$ cat src/rtl/rd_fifo_serializer_if.sv
// rtl/rd_fifo_serializer_if.sv - DDR word in / TX FIFO byte out bundle for rd_fifo_serializer
interface rd_fifo_serializer_if #(
    parameter int DATA_W = 256,
    parameter int CNT_W  = 6
);
    logic              i_valid;
    logic [DATA_W-1:0] i_data;
    logic              o_ready;
    logic              fifo_full;
    logic              wr_en;
    logic [7:0]        o_data;
    logic              o_busy;
    logic              o_done;
    logic [CNT_W-1:0]  o_byte_cnt;

    modport slave (
        input  i_valid, i_data, fifo_full,
        output o_ready, wr_en, o_data, o_busy, o_done, o_byte_cnt
    );

    modport master (
        output i_valid, i_data, fifo_full,
        input  o_ready, wr_en, o_data, o_busy, o_done, o_byte_cnt
    );
endinterface

$ cat src/rtl/rd_fifo_serializer.sv
// rtl/rd_fifo_serializer.sv - splits one DDR read word into bytes, MSB first, into the TX FIFO
module rd_fifo_serializer #(
    parameter int DATA_W = 256,
    parameter int CNT_W  = 6
) (
    input  logic                 axi_clk,
    input  logic                 rst,
    rd_fifo_serializer_if.slave  bus
);
    localparam int NBYTES = DATA_W / 8;
    localparam logic [CNT_W-1:0] LAST_CNT = CNT_W'(NBYTES - 1);

    localparam logic [1:0] S_IDLE       = 2'd0;
    localparam logic [1:0] S_CHECK_FULL = 2'd1;
    localparam logic [1:0] S_WRITE      = 2'd2;
    localparam logic [1:0] S_DONE       = 2'd3;

    logic [1:0]        state_q, state_d;
    logic [DATA_W-1:0] shreg_q, shreg_d;
    logic              ready_q, ready_d;
    logic              wr_en_q, wr_en_d;
    logic [7:0]        data_q, data_d;
    logic              busy_q, busy_d;
    logic              done_q, done_d;
    logic [CNT_W-1:0]  cnt_q, cnt_d;

    always_comb begin
        state_d = state_q;
        shreg_d = shreg_q;
        ready_d = ready_q;
        wr_en_d = wr_en_q;
        data_d  = data_q;
        busy_d  = busy_q;
        done_d  = done_q;
        cnt_d   = cnt_q;
        case (state_q)
            S_IDLE: begin
                if (bus.i_valid) begin
                    shreg_d = bus.i_data;
                    cnt_d   = '0;
                    ready_d = 1'b0;
                    busy_d  = 1'b1;
                    state_d = S_CHECK_FULL;
                end
            end
            // wr_en is low in this state, so fifo_full already accounts for every earlier write
            S_CHECK_FULL: begin
                if (!bus.fifo_full) begin
                    wr_en_d = 1'b1;
                    data_d  = shreg_q[DATA_W-1 -: 8];
                    state_d = S_WRITE;
                end
            end
            S_WRITE: begin
                wr_en_d = 1'b0;
                shreg_d = shreg_q << 8;
                cnt_d   = cnt_q + CNT_W'(1);
                if (cnt_q == LAST_CNT) begin
                    done_d  = 1'b1;
                    state_d = S_DONE;
                end else begin
                    state_d = S_CHECK_FULL;
                end
            end
            S_DONE: begin
                done_d  = 1'b0;
                busy_d  = 1'b0;
                ready_d = 1'b1;
                state_d = S_IDLE;
            end
            default: state_d = S_IDLE;
        endcase
    end

    always_ff @(posedge axi_clk) begin
        if (!rst) begin
            state_q <= S_IDLE;
            shreg_q <= '0;
            ready_q <= 1'b1;
            wr_en_q <= 1'b0;
            data_q  <= '0;
            busy_q  <= 1'b0;
            done_q  <= 1'b0;
            cnt_q   <= '0;
        end else begin
            state_q <= state_d;
            shreg_q <= shreg_d;
            ready_q <= ready_d;
            wr_en_q <= wr_en_d;
            data_q  <= data_d;
            busy_q  <= busy_d;
            done_q  <= done_d;
            cnt_q   <= cnt_d;
        end
    end

    assign bus.o_ready    = ready_q;
    assign bus.wr_en      = wr_en_q;
    assign bus.o_data     = data_q;
    assign bus.o_busy     = busy_q;
    assign bus.o_done     = done_q;
    assign bus.o_byte_cnt = cnt_q;
endmodule

$ cat src/flat_wrapper.sv
// flat-port wrapper written by rule: the top's interface ports become plain ports
module rd_fifo_serializer_flat 
#(
    parameter int DATA_W = 256,
    parameter int CNT_W  = 6
)
  (axi_clk, rst, bus_i_valid, bus_i_data, bus_fifo_full, bus_o_ready, bus_wr_en, bus_o_data, bus_o_busy, bus_o_done, bus_o_byte_cnt);
  rd_fifo_serializer_if #(.DATA_W(DATA_W), .CNT_W(CNT_W)) bus_i ();
  input  logic axi_clk;
  input  logic rst;
  input wire logic [$bits(bus_i.i_valid)-1:0] bus_i_valid;
  input wire logic [$bits(bus_i.i_data)-1:0] bus_i_data;
  input wire logic [$bits(bus_i.fifo_full)-1:0] bus_fifo_full;
  output wire logic [$bits(bus_i.o_ready)-1:0] bus_o_ready;
  output wire logic [$bits(bus_i.wr_en)-1:0] bus_wr_en;
  output wire logic [$bits(bus_i.o_data)-1:0] bus_o_data;
  output wire logic [$bits(bus_i.o_busy)-1:0] bus_o_busy;
  output wire logic [$bits(bus_i.o_done)-1:0] bus_o_done;
  output wire logic [$bits(bus_i.o_byte_cnt)-1:0] bus_o_byte_cnt;
  assign bus_i.i_valid = bus_i_valid;
  assign bus_i.i_data = bus_i_data;
  assign bus_i.fifo_full = bus_fifo_full;
  assign bus_o_ready = bus_i.o_ready;
  assign bus_wr_en = bus_i.wr_en;
  assign bus_o_data = bus_i.o_data;
  assign bus_o_busy = bus_i.o_busy;
  assign bus_o_done = bus_i.o_done;
  assign bus_o_byte_cnt = bus_i.o_byte_cnt;
  rd_fifo_serializer #(.DATA_W(DATA_W), .CNT_W(CNT_W)) u_core (.axi_clk(axi_clk), .rst(rst), .bus(bus_i));
endmodule
$ cat config.mk
export PLATFORM = sky130hd
export DESIGN_NAME = rd_fifo_serializer_flat
export DESIGN_NICKNAME = d
export VERILOG_FILES = /design/src/rtl/rd_fifo_serializer_if.sv /design/src/rtl/rd_fifo_serializer.sv /design/src/flat_wrapper.sv
export SDC_FILE = /design/constraint.sdc
export NUM_CORES = 1
export LEC_CHECK = 0
export ABC_AREA = 1
export CORE_UTILIZATION = 48
export CTS_CLUSTER_SIZE = 8
export DETAILED_ROUTE_END_ITERATION = 12
export PLACE_DENSITY = 0.77
export REMOVE_ABC_BUFFERS = 1
export SYNTH_ARGS = -nofsm -noshare
export SYNTH_HDL_FRONTEND = slang
export SYNTH_SLANG_ARGS = --single-unit
$ cat constraint.sdc
create_clock -name axi_clk -period 1.73 [get_ports axi_clk]
set_input_delay 0.346 -clock axi_clk [delete_from_list [all_inputs] [get_ports axi_clk]]
set_output_delay 0.346 -clock axi_clk [all_outputs]
set_load 0.005 [all_outputs]
==> results.toml <==
[place]
place_area_um2 = 16000
gp_congestion = 0.833
hpwl_um = 22000
place_inst = 2545
io_buffers = 277

[setup_path]
crit_chain = "clkdlybuf4s50_1"
path_max_fanout = 2
r2r_cells = 8
crit_slowest_cell = "clkdlybuf4s50_1"
critical_path_class = "flip-flop to output port"
worstReg2RegStart = "u_core.state_q[0]"
timing.rr.end = "u_core.shreg_q[95]"
crit_buf_inv = 1
ff2ff_setup_slack_ns = 0.20
crit_required_ns = 1.38
crit_path_start_kind = "flip-flop"
critPathArrivalTime_ns = 1.35
cp-end-kind = "output port"
critPathMaxStageDelay_ns = 0.51
cp_top_family = "buffers and inverters"

[routing]
drt_first_iter_violations = 952
vias = 12877
wl_per_cell_um = 12.9
dr.pass1.iters = 5
wl_um = 33300
drc = 0
routed_via_density = 4.98
ant_nets = 0

[flow_run]
maxCapViolCount = 0

[logic_synthesis]
synth_seq_cells = 276
synth_compound_area_share_pct = 11.7
synthMuxAreaShare_pct = 0
synthTopCellsByArea = "dfxtp_1 (44%), nand2_1 (23%), nor2_1 (15%), o21ai_1 (8.0%), buf_2 (3.3%)"
seq_area_frac_synth_pct = 43.9
synth-xor-area-share_pct = 0
yosys_warnings = 0
async_flop_share_pct = 0
synth.avg_cell_area_um2 = 6.25
synth_cell_types = 17
ys.flop_type = "dfxtp_1"
synth_top_family_by_area = "simple AND/OR/NAND/NOR gates"
netlist_area_um2 = 12600
synth_top_area_share_pct = 43.9
postSynthCellCount = 2015
yosys.area_share.adder_pct = 0.0994
synth_edf_count = 0
netlist.top_cell.by_area = "dfxtp_1"
yosys.area_share.simple_pct = 38.5

[finish]
area.growth.synth_to_final_pct = 35.6
finalNonFillerCells = 2587
design_area_um2 = 17100
drive_gt1_share_pct = 5.32
utilization_pct = 67.0
antennaDiodeCount = 0
nets = 2518

[grt]
grt-ovfl-total = 0
grt_max_degree = 63
grt_pass1_wl_um = 55500
antenna_found_initial = 0
grt.total_usage_pct = 24.9
grt_pass1_vias = 11962

[power_and_ir_drop]
max-vdd-ir-drop_v = 0.000698
power.density_nw_per_um2 = 991
fin_total_pwr_mw = 16.9
p_leak_nw = 8.12

[min_path]
min-delay-path-class = "input pin to flip-flop"
min_from = "rst"
min_to = "u_core.bus.o_byte_cnt[5]"
hold_depth = 3

[clocking]
clkTransAtPathRegs_ns = 0.05
cts.repair.resized = 14
clock_latency_ns = 0.50
ctsLongestPathBuffers = 3
hold_buffers = 0
numClockSinks = 276
cts_htree_levels = 2
cts_root_buf = "clkbuf_16"
cts_setup_buffers = 0
cts_inserted_buffers = 40
cts_tree = "yes"

[sta]
relSlewSlack_pct = 70.4
min_period_ns = 1.70
hold_violations = 0
slew_violations = 0
final.period_utilization_pct = 98.1
setup_viol = 0
worst_slew_pin_slew_ns = 0.445
clock_skew_ns = 0.00860
rsz0062_at_grt = "false"
fmax_mhz = 589

[floorplan]
dieArea_um2 = 26900
coreArea_um2 = 25500
ioPinCount = 278
die_height_um = 164
die_x_um = 164
row_count = 58
start_util_pct = 49.4

[status]
outcome = "completed"
==> worst max-delay path by stage <==
stage / from / end / cells after the start
3_3_place_gp: bus_i_valid / u_core.shreg_q[62] / 6
4_1_cts: u_core.bus.o_byte_cnt[1] / bus_o_byte_cnt[1] / 1
6_report: u_core.bus.o_data[0] / bus_o_data[0] / 1
5_1_grt: u_core.bus.o_busy / bus_o_busy / 1
3_5_place_dp: bus_i_valid / u_core.shreg_q[111] / 6
2_1_floorplan: u_core.state_q[1] / u_core.shreg_q[10] / 4
==> kinds of logic after synthesis <==
logic type,count (synthesis)
and+or+nand+nor,1287
adders and majority gates,1
DFF,276
AOI/OAI and AO/OA,291
buffers and inverters,160
==> flip-flops by register name, summed over array words and instances, names as in the netlist <==
name                   count
u_core.bus.wr_en           1
u_core.bus.o_busy          1
u_core.bus.o_ready         1
u_core.bus.o_byte_cnt      6
u_core.state_q             2
u_core.shreg_q           256
u_core.bus.o_data          8
u_core.bus.o_done          1
==> Yosys cell counts (3+ instances only) <==
cell type  number
buf_2          83
nor2_1        502
a21oi_1        23
nand3_1         4
buf_4           9
inv_2           3
dfxtp_1       276
inv_1          17
nand2_1       779
o21ai_0        66
o21ai_1       200
clkbuf_1       48
==> power breakdown <==
group	total, mW	internal (mW)	switching [mW]
clock network	6.80	4.27	2.53
logic	2.81	1.38	1.43
registers	7.30	6.99	0.314
total	16.9	12.6	4.27
==> routing by layer <==
| layer | global-route usage, % | vias up | wire length (um) | share of wire, % |
|---|---|---|---|---|
| met5 | 0 | - | 0 | 0 |
| met4 | 5.13 | 0 | 409 | 1.2 |
| met3 | 3.91 | 44 | 2370 | 7.1 |
| met2 | 41.9 | 446 | 15300 | 46 |
| met1 | 33.6 | 5683 | 15300 | 46 |
| li1 | - | 6704 | - | - |
==> cell usage in the layout, fill, tap and decap left out, drive strengths merged <==
cell type      instances
nand2                780
nor2                 502
dfxtp                276
o21ai                267
clkdlybuf4s50        265
buf                   64
clkbuf                41
a21oi                 23
inv                   20
dlymetal6s2s           8
nand3                  4
dlygate4sd2            3
nand3b                 1
o211ai                 1
ha                     1
bufinv                 1
==> metrics by stage <==
step	setup TNS (ns)	setup slack (ns)	hold slack [ns]
2_1_floorplan	-1359.26	-5.36	0.440
3_3_place_gp	-24.76	-0.152	0.431
3_5_place_dp	-27.98	-0.176	0.438
4_1_cts	0	0.00110	0.202
5_1_grt	0	0.00355	0.233
6_report	0	0.0336	0.231
==> area by class of cell <==
| class | count | area, um2 |
|---|---|---|
| fill | 2202 | 8400 |
| multi-input combinational | 1579 | 6340 |
| sequential | 276 | 5540 |
| timing repair buffer | 340 | 3630 |
| clock buffer | 41 | 1030 |
| tap | 330 | 413 |
| inverter | 20 | 90.1 |
| clock inverter | 1 | 30.0 |
Power figures use the tool's default switching activity.
